`src/rtl/fp32_pkg.sv`:
```
`default_nettype none
// ============================================================================
//  Module      : fp32_pkg
//  Description : Shared FP32 constants, field struct and multiplier pipeline
//                payload types used by the FP32 multiplier and adder.
//  Revision    : 1.0  initial release
// ============================================================================
package fp32_pkg;

    localparam int FP32_BIAS    = 127;
    localparam int FP32_EXP_MAX = 255;

    typedef struct packed {
        logic        sign;
        logic [7:0]  exp;
        logic [22:0] frac;
    } fp32_t;

    // Fields that travel unchanged from unpack through normalize.
    typedef struct packed {
        logic              sign;
        logic signed [9:0] esum;
        logic              exc;
        logic              zero;
    } stage_pl_t;

    typedef struct packed {
        stage_pl_t   pl;
        logic [23:0] ma;
        logic [23:0] mb;
    } s1_t;

    typedef struct packed {
        stage_pl_t   pl;
        logic [47:0] p;
    } s2_t;

    function automatic logic exp_is_special(input logic [7:0] e);
        return &e;
    endfunction

    function automatic logic [23:0] mant_with_hidden(input fp32_t x);
        return {|x.exp, x.frac};
    endfunction

endpackage
`default_nettype wire

```
`src/rtl/flmul_pipe_if.sv`:
```
`default_nettype none
// ============================================================================
//  Module      : flmul_pipe_if
//  Description : Operand/result valid-ready bundle for the FP32 multiplier.
//  Revision    : 1.0  initial release
// ============================================================================
interface flmul_pipe_if;

    logic [31:0] a;
    logic [31:0] b;
    logic        in_valid;
    logic        in_ready;
    logic [31:0] res;
    logic        exception;
    logic        out_valid;
    logic        out_ready;

    modport master (
        output a, b, in_valid, out_ready,
        input  in_ready, res, exception, out_valid
    );

    modport slave (
        input  a, b, in_valid, out_ready,
        output in_ready, res, exception, out_valid
    );

endinterface
`default_nettype wire

```
`src/rtl/fp32_mul_norm.sv`:
```
`default_nettype none
// ============================================================================
//  Module      : fp32_mul_norm
//  Description : Combinational normalize, range check and pack of a raw
//                24x24 mantissa product into an FP32 result (truncating).
//  Revision    : 1.0  initial release
// ============================================================================
module fp32_mul_norm
    import fp32_pkg::*;
(
    input  wire logic [47:0]       i_p,
    input  wire logic signed [9:0] i_esum,
    input  wire logic              i_sign,
    input  wire logic              i_exc,
    input  wire logic              i_zero,
    output logic [31:0]            o_res,
    output logic                   o_exception
);

    logic [22:0]       w_frac;
    logic signed [9:0] w_e;
    fp32_t             w_pack;
    logic              w_unused_lsbs;

    // Truncation rounding: bits below the kept fraction are simply dropped.
    assign w_unused_lsbs = ^i_p[22:0];

    always_comb begin
        if (i_p[47]) begin
            w_frac = i_p[46:24];
            w_e    = i_esum + 10'sd1;
        end else begin
            w_frac = i_p[45:23];
            w_e    = i_esum;
        end
    end

    always_comb begin
        w_pack.sign = i_sign;
        w_pack.exp  = w_e[7:0];
        w_pack.frac = w_frac;
    end

    always_comb begin
        o_res       = 32'h0000_0000;
        o_exception = 1'b0;
        if (i_exc) begin
            o_exception = 1'b1;
        end else if (w_e >= $signed(10'(FP32_EXP_MAX))) begin
            o_exception = 1'b1;
        end else if (i_zero || (w_e <= 10'sd0)) begin
            o_exception = 1'b0;
        end else begin
            o_res = w_pack;
        end
    end

endmodule
`default_nettype wire

```
`src/rtl/flmul_pipe.sv`:
```
`default_nettype none
// ============================================================================
//  Module      : flmul_pipe
//  Description : Three-stage FP32 multiplier (unpack, multiply, normalize)
//                with a single global advance and valid/ready on both sides.
//  Revision    : 1.0  initial release
// ============================================================================
module flmul_pipe
    import fp32_pkg::*;
(
    input  wire logic   clk,
    input  wire logic   rst_n,
    flmul_pipe_if.slave bus
);

    logic        w_adv;
    fp32_t       w_a;
    fp32_t       w_b;
    logic signed [9:0] w_esum;
    logic [47:0] w_prod;
    logic [31:0] w_norm_res;
    logic        w_norm_exc;

    logic        r_v1_q, r_v2_q, r_v3_q;
    logic        w_v1_d, w_v2_d, w_v3_d;
    s1_t         r_s1_q, w_s1_d;
    s2_t         r_s2_q, w_s2_d;
    logic [31:0] r_res_q, w_res_d;
    logic        r_exc_q, w_exc_d;

    // Whole pipe moves in lockstep; only a stalled output slot blocks it.
    assign w_adv         = !r_v3_q || bus.out_ready;
    assign bus.in_ready  = w_adv;
    assign bus.out_valid = r_v3_q;
    assign bus.res       = r_res_q;
    assign bus.exception = r_exc_q;

    assign w_a    = bus.a;
    assign w_b    = bus.b;
    assign w_esum = $signed({2'b00, w_a.exp}) + $signed({2'b00, w_b.exp})
                  - $signed(10'(FP32_BIAS));
    assign w_prod = {24'h00_0000, r_s1_q.ma} * {24'h00_0000, r_s1_q.mb};

    fp32_mul_norm u_norm (
        .i_p         (r_s2_q.p),
        .i_esum      (r_s2_q.pl.esum),
        .i_sign      (r_s2_q.pl.sign),
        .i_exc       (r_s2_q.pl.exc),
        .i_zero      (r_s2_q.pl.zero),
        .o_res       (w_norm_res),
        .o_exception (w_norm_exc)
    );

    always_comb begin
        w_v1_d  = r_v1_q;
        w_v2_d  = r_v2_q;
        w_v3_d  = r_v3_q;
        w_s1_d  = r_s1_q;
        w_s2_d  = r_s2_q;
        w_res_d = r_res_q;
        w_exc_d = r_exc_q;
        if (w_adv) begin
            w_v1_d = bus.in_valid;
            w_s1_d = '0;
            if (bus.in_valid) begin
                w_s1_d.pl.sign = w_a.sign ^ w_b.sign;
                w_s1_d.pl.esum = w_esum;
                w_s1_d.pl.exc  = exp_is_special(w_a.exp) || exp_is_special(w_b.exp);
                w_s1_d.pl.zero = (w_a.exp == 8'h00) || (w_b.exp == 8'h00);
                w_s1_d.ma      = mant_with_hidden(w_a);
                w_s1_d.mb      = mant_with_hidden(w_b);
            end

            w_v2_d    = r_v1_q;
            w_s2_d.pl = r_s1_q.pl;
            w_s2_d.p  = w_prod;

            // Bubbles leave a clean zero in the output register.
            w_v3_d  = r_v2_q;
            w_res_d = r_v2_q ? w_norm_res : 32'h0000_0000;
            w_exc_d = r_v2_q && w_norm_exc;
        end
    end

    always_ff @(posedge clk) begin
        if (!rst_n) begin
            r_v1_q  <= 1'b0;
            r_v2_q  <= 1'b0;
            r_v3_q  <= 1'b0;
            r_s1_q  <= '0;
            r_s2_q  <= '0;
            r_res_q <= 32'h0000_0000;
            r_exc_q <= 1'b0;
        end else begin
            r_v1_q  <= w_v1_d;
            r_v2_q  <= w_v2_d;
            r_v3_q  <= w_v3_d;
            r_s1_q  <= w_s1_d;
            r_s2_q  <= w_s2_d;
            r_res_q <= w_res_d;
            r_exc_q <= w_exc_d;
        end
    end

endmodule
`default_nettype wire

```
`src/flat_wrapper.sv`:
```
// flat-port wrapper written by rule: the top's interface ports become plain ports
module flmul_pipe_flat import fp32_pkg::*;
  (clk, rst_n, bus_a, bus_b, bus_in_valid, bus_out_ready, bus_in_ready, bus_res, bus_exception, bus_out_valid);
  flmul_pipe_if bus_i ();
  input  wire logic clk;
  input  wire logic rst_n;
  input wire logic [$bits(bus_i.a)-1:0] bus_a;
  input wire logic [$bits(bus_i.b)-1:0] bus_b;
  input wire logic [$bits(bus_i.in_valid)-1:0] bus_in_valid;
  input wire logic [$bits(bus_i.out_ready)-1:0] bus_out_ready;
  output wire logic [$bits(bus_i.in_ready)-1:0] bus_in_ready;
  output wire logic [$bits(bus_i.res)-1:0] bus_res;
  output wire logic [$bits(bus_i.exception)-1:0] bus_exception;
  output wire logic [$bits(bus_i.out_valid)-1:0] bus_out_valid;
  assign bus_i.a = bus_a;
  assign bus_i.b = bus_b;
  assign bus_i.in_valid = bus_in_valid;
  assign bus_i.out_ready = bus_out_ready;
  assign bus_in_ready = bus_i.in_ready;
  assign bus_res = bus_i.res;
  assign bus_exception = bus_i.exception;
  assign bus_out_valid = bus_i.out_valid;
  flmul_pipe u_core (.clk(clk), .rst_n(rst_n), .bus(bus_i));
endmodule
```
`config.mk`:
```
export PLATFORM = sky130hd
export DESIGN_NAME = flmul_pipe_flat
export DESIGN_NICKNAME = d
export VERILOG_FILES = /design/src/rtl/fp32_pkg.sv /design/src/rtl/flmul_pipe_if.sv /design/src/rtl/fp32_mul_norm.sv /design/src/rtl/flmul_pipe.sv /design/src/flat_wrapper.sv
export SDC_FILE = /design/constraint.sdc
export NUM_CORES = 2
export LEC_CHECK = 0
export ABC_CLOCK_PERIOD_IN_PS = 17200
export BUFFER_PORTS_ARGS = -buffer_cell sky130_fd_sc_hd__buf_2
export CAP_MARGIN = 5
export CELL_PAD_IN_SITES_DETAIL_PLACEMENT = 0
export CELL_PAD_IN_SITES_GLOBAL_PLACEMENT = 1
export CORE_MARGIN = 10
export CORE_UTILIZATION = 54
export DETAILED_ROUTE_END_ITERATION = 16
export PLACE_DENSITY_LB_ADDON = 0.1
export SLEW_MARGIN = 5
export SYNTH_ARGS = -nofsm -noshare
export SYNTH_HDL_FRONTEND = slang
export SYNTH_SLANG_ARGS = --single-unit
export TNS_END_PERCENT = 20
```
`constraint.sdc`:
```
create_clock -name clk -period 17.2 [get_ports clk]
set_clock_uncertainty 0.15 [all_clocks]
set_input_delay 0 -clock clk [delete_from_list [all_inputs] [get_ports clk]]
set_output_delay 0 -clock clk [all_outputs]
set_load 0.005 [all_outputs]
```
## After elaboration in Yosys (flattened, before gate mapping)

Cells that the tools add are included.
Widths: inputs -> output; s select.

| word-level totals | value |
|---|---|
| register bits | 158 |
| input bits | 68 |
| output and inout port bits | 35 |
| logic and storage cells | 44 |

| operators by class | value |
|---|---|
| add/subtract/negate cells | 3 |
| $mul | 1 |
| $lt $le $gt $ge | 2 |
| muxes and demuxes | 9 |
| bitwise logic cells | 1 |
| reduce and logical (&&, ||, !) cells | 12 |

Operator list:

| operator | number |
|---|---|
| $mux 32 | 4 |
| $mux 61 | 1 |
| $mul 24x24->48 | 1 |
| $mux 23 | 1 |
| $logic_not 8->1 | 2 |
| $reduce_and 8->1 | 2 |
| $reduce_or 8->1 | 2 |
| $add 10x2->10 const B | 1 |
| $ge 10x9->1 const B | 1 |
| $le 10x1->1 const B | 1 |
| $mux 10 | 1 |
| $sub 10x8->10 const B | 1 |
| $add 8x8->9 | 1 |
| $logic_or 1x1->1 | 4 |
| $mux 1 | 2 |
| $logic_and 1x1->1 | 1 |
| $logic_not 1->1 | 1 |
| $xor 1x1->1 | 1 |

## Longest topological paths before layout

| logic depth | value |
|---|---|
| depth in word-level cells | 8 |
| gate-level depth with buffers | 26 |
| mapped depth without buffers | 24 |

## By module

A second synthesis with hierarchy kept.

| unflattened totals | value |
|---|---|
| cell total of the unflattened synthesis | 3077 |
| area total of the unflattened synthesis | 26405.3 sq um |

Modules (own cells, without submodules):

| module | instances | cells each | area an instance (sq um) | seq. area each (sq um) |
|---|---|---|---|---|
| flmul_pipe | 1 | 2932 | 25196.7 | 3163.0 |
| fp32_mul_norm | 1 | 145 | 1208.7 | 0.0 |

## Worst setup path after synthesis

Ideal clock, no wire load.

| timing | value |
|---|---|
| path type | register to register |
| from | reg u_core.r_s1_q[3] (netlist name) |
| to | reg u_core.r_s2_q[44] (netlist name) |
| setup time | 0.062 ns |
| arrival time | 6.576 ns |
| data required time | 16.988 ns |
| slack | 10.412 ns |
| cell stages (with the launch flop) | 26 |
| buffers on the path | 1 |
| period minus slack after synthesis | 6.788 ns |
| path through | dfxtp_1 clkbuf_1 nand2_1 fa_1 inv_1 fa_1 inv_1 fa_1 inv_1 fa_1 inv_1 fa_1 inv_1 fa_1 inv_1 fa_1 inv_1 ha_1 nand3_1 a2111oi_0 a211oi_1 o31a_1 a2111oi_4 o211ai_1 a2111o_1 nand3_1 |

| on the way | value |
|---|---|
| cells in the longest elaborated chain, start to end | 1 |

Ends and longest elaborated chain:

| element | RTL line | source |
|---|---|---|
| start, declared | flmul_pipe.sv:26 | `s1_t r_s1_q, w_s1_d;` |
| start signal, assigned | flmul_pipe.sv:98 | `r_s1_q <= w_s1_d;` |
| $mul 24x24->48 | flmul_pipe.sv:42 | `assign w_prod = {24'h00_0000, r_s1_q.ma} * {24'h00_0000, r_s1_q.mb};` |
| end signal, assigned | flmul_pipe.sv:99 | `r_s2_q <= w_s2_d;` |
| end, declared | flmul_pipe.sv:27 | `s2_t r_s2_q, w_s2_d;` |

No other way between the ends.
A chain may end at the register's enable or synchronous reset.

## Worst setup path in the final report

| timing | value |
|---|---|
| from | reg u_core.r_s1_q[5] (netlist name) |
| to | reg u_core.r_s2_q[44] (netlist name) |

The elaborated chain is that of the path after synthesis.

==> impl_metrics.csv <==
group,metric,value,unit
logic_synthesis,synth-seq-area-share,11.0,%
finish,final_layout_size_suffix_gt1_share,7.24,%
logic_synthesis,synth.net_count,3538,
finish,nFillCells,4094,
critical_path,cp.required,17.44,ns
critical_path,worstSetupStartpoint,"u_core.r_s1_q[5]",
clock_tree,insertion_delay,0.45,ns
timing,tightest_slew,1.22,ns
flow_run,maxCapViolations,0,
drt,drtAntennaViolNets,0,
power_and_ir_drop,irDropWorstVdd,0.0736,mV
power_and_ir_drop,leakage,12.8,nW
global_route,antenna_found_initial,2,
global_route,grt_max_degree,87,
critical_path,ff2ff_path_depth,24,
critical_path,cp_max_fo,25,
logic_synthesis,yosys_register_bits,135,
logic_synthesis,postSynthAreaPerCell,8.73,µm²
floorplanning,die_y,233,µm
clock_tree,clkTransAtPathRegs,0.07,ns
drt,dr_total_vias,19400,
logic_synthesis,async_flop_share,0,%
logic_synthesis,synth_top_area_share,39.4,%
drt,wl_per_cell,20.5,µm
clock_tree,clockBufferDepth,2,
clock_tree,cts_inserted_buffers,17,
worst_hold_path,hp-start,"bus_out_ready",
drt,drt_iter0_markers,1179,
finish,final_nets,3616,
global_route,grt_pass1_vias,21500,
logic_synthesis,syn-cell-area,24500,µm²
status,status,"complete, no violations",
floorplanning,coreArea,45100,µm²
drt,wirelength,71900,µm
critical_path,cp.arrival,8.12,ns
floorplanning,dieArea,54300,µm²
placement,hpwl,53300,µm
timing,setup_viol,0,
timing,hold_viol_final,0,
timing,drv_slew,0,
timing,rsz0062_at_grt,"false",
critical_path,worstSetupStartpointType,"register",
floorplanning,start_util,54.4,%
drt,via_per_inst,5.55,
logic_synthesis,yosysUniqueCellTypes,66,
timing,slew_headroom,18.5,%
critical_path,regToRegStartpoint,"u_core.r_s1_q[5]",
clock_tree,root_buffer,"clkbuf_16",
finish,antenna-diode-count,0,
clock_tree,htreeDepth,4,
timing,fmax,127,MHz
floorplanning,die_x,233,µm
logic_synthesis,synth_edf_count,0,
logic_synthesis,yosys_most_used_dff,"dfxtp_1",
placement,port_buffers,102,
finish,layout_common_cells,"inv_1 (567), fa_1 (482), nand2_1 (464)",
finish,area_delta_synth_final,9.17,%
finish,layout_commonest_cell,"inv_1",
clock_tree,clock-sinks,135,
clock_tree,cts_tree,"yes",
worst_hold_path,min_path_cells,5,
global_route,grt_usage,27.8,%
floorplanning,ios,103,
logic_synthesis,synth_area_leaders,"fa_1 (39%), dfxtp_1 (11%), ha_1 (9.2%)",
timing,setup_tns,0,ns
logic_synthesis,synthCells,2808,
power_and_ir_drop,p_per_area,40.4,nW/µm²
timing,period_share,45.8,%
finish,final_cell_area,26800,µm²
logic_synthesis,ys_warn_count,0,
logic_synthesis,yosys.area.top_type,"fa_1",
floorplanning,fp-row-count,78,
worst_hold_path,hold_class,"in2reg",
drt,dr.pass1.iters,5,
drt,drc,0,
timing,fin_crit,7.87,ns
placement,dpl_cell_area,25500,µm²
critical_path,crit_path_end_kind,"register",
clock_tree,postCtsSetupBuffers,0,
critical_path,critical_path_class,"reg2reg",
power_and_ir_drop,finalPower,1.08,mW
global_route,overflow,0,
global_route,grt_pass1_wl,116000,µm
placement,routabilityCongestion,0.909,
[routing by layer]
| metal | track usage, % | vias up | wire length [µm] |
|---|---|---|---|
| met5 | 0 | - | 0 |
| met4 | 14.5 | 0 | 4130 |
| met3 | 3.62 | 203 | 4670 |
| met2 | 47.8 | 743 | 35300 |
| met1 | 33.6 | 9817 | 27800 |
| li1 | - | 8653 | - |
[path summary, 6_finish.rpt]
check | to | slack, ns
hold / removal | u_core.r_s1_q[1] | 0.0003
setup / recovery | u_core.r_s2_q[44] | 9.33
setup reg to reg | u_core.r_s2_q[44] | 9.33
hold reg to reg | u_core.bus.res[19] | 0.30
[report_power, final]
group,internal (mW),switching (mW),total (mW)
logic,0.129,0.213,0.342
clock network,0.208,0.174,0.382
registers,0.329,0.0277,0.356
[cell usage after synthesis (5+ instances only)]
master     instances
a31oi_1            5
nand2_1          464
dfxtp_1          135
or3_1              7
o2111ai_1          6
o211ai_1           5
nor2_1            30
nor3_1            10
a211oi_1           5
nand4_1           21
inv_1            567
nor4_1             8
a21boi_0          66
o21ai_0           50
a21oi_1           47
o21ai_1           14
nor2b_1           11
mux2i_1           24
xnor2_1           24
a21o_1            12
a22oi_1            8
and2_1           300
fa_1             482
buf_1              8
o21bai_1           5
ha_1             180
clkbuf_1         137
o21ai_2           20
xor2_1            19
o21a_1             8
nand2b_1           6
nand3_1           64
[critical path: stages, from the launching register on]
cell	delay, ns
dfxtp_1	1.09
nand2_1	0.16
fa_1	0.53
inv_1	0.05
fa_1	0.47
inv_1	0.05
fa_1	0.53
inv_1	0.05
fa_1	0.49
inv_1	0.05
fa_1	0.53
inv_1	0.05
fa_1	0.48
inv_1	0.05
fa_1	0.58
inv_1	0.07
ha_1	0.39
nand3_1	0.12
a2111oi_0	0.37
a211oi_1	0.09
o31a_1	0.22
a2111oi_4	0.50
o211ai_1	0.23
a2111o_1	0.40
nand3_1	0.07
[final cells by class]
type | count | area [µm²] | area share [%]
multi-input cells | 1954 | 19100 | 71.3
flip-flops and latches | 135 | 2700 | 10.1
inverters | 569 | 2140 | 7.98
repair buffers | 209 | 1470 | 5.49
well taps | 600 | 751 | 2.81
clock buffers | 17 | 425 | 1.59
clock inverters | 15 | 183 | 0.683
[stage by stage]
step / util (%) / cells / setup WS (ns) / hold slack [ns]
6_report: 59.4 / 3499 / 9.33 / 0.000261
4_1_cts: 59.4 / 3499 / 9.40 / 0.00103
5_1_grt: 59.4 / 3499 / 8.88 / 0.0503
2_1_floorplan: - / 2808 / 10.41 / 0.0238
3_5_place_dp: 56.6 / 3405 / 9.43 / 0.143
3_3_place_gp: 56.6 / 3405 / 9.44 / 0.135
[registers in the layout, summed over array words and instances (netlist names)]
| register | flops |
|---|---|
| u_core.r_s1_q | 61 |
| u_core.r_s2_q | 38 |
| u_core.bus.res | 32 |
| u_core.bus.exception | 1 |
| u_core.bus.out_valid | 1 |
| u_core.r_v1_q | 1 |
| u_core.r_v2_q | 1 |
[cells by family (layout without fill, tap and decap cells)]
group                      Yosys count  after routing  synth area share, %
buffers and inverters              719            810                 11.1
adders and majority gates          662            662                 48.6
muxes                               24             24                0.980
AOI/OAI and AO/OA                  285            285                 7.96
and+or+nand+nor                    940            940                 18.8
xor gates and xnor gates            43             43                 1.54
DFF                                135            135                 11.0
[what timing repair did]
action	CTS	global route
hold buffers	62	0
resized for setup	0	0
hold endpoints to repair	52	0
No activity file was read; power rests on OpenSTA's default activity.
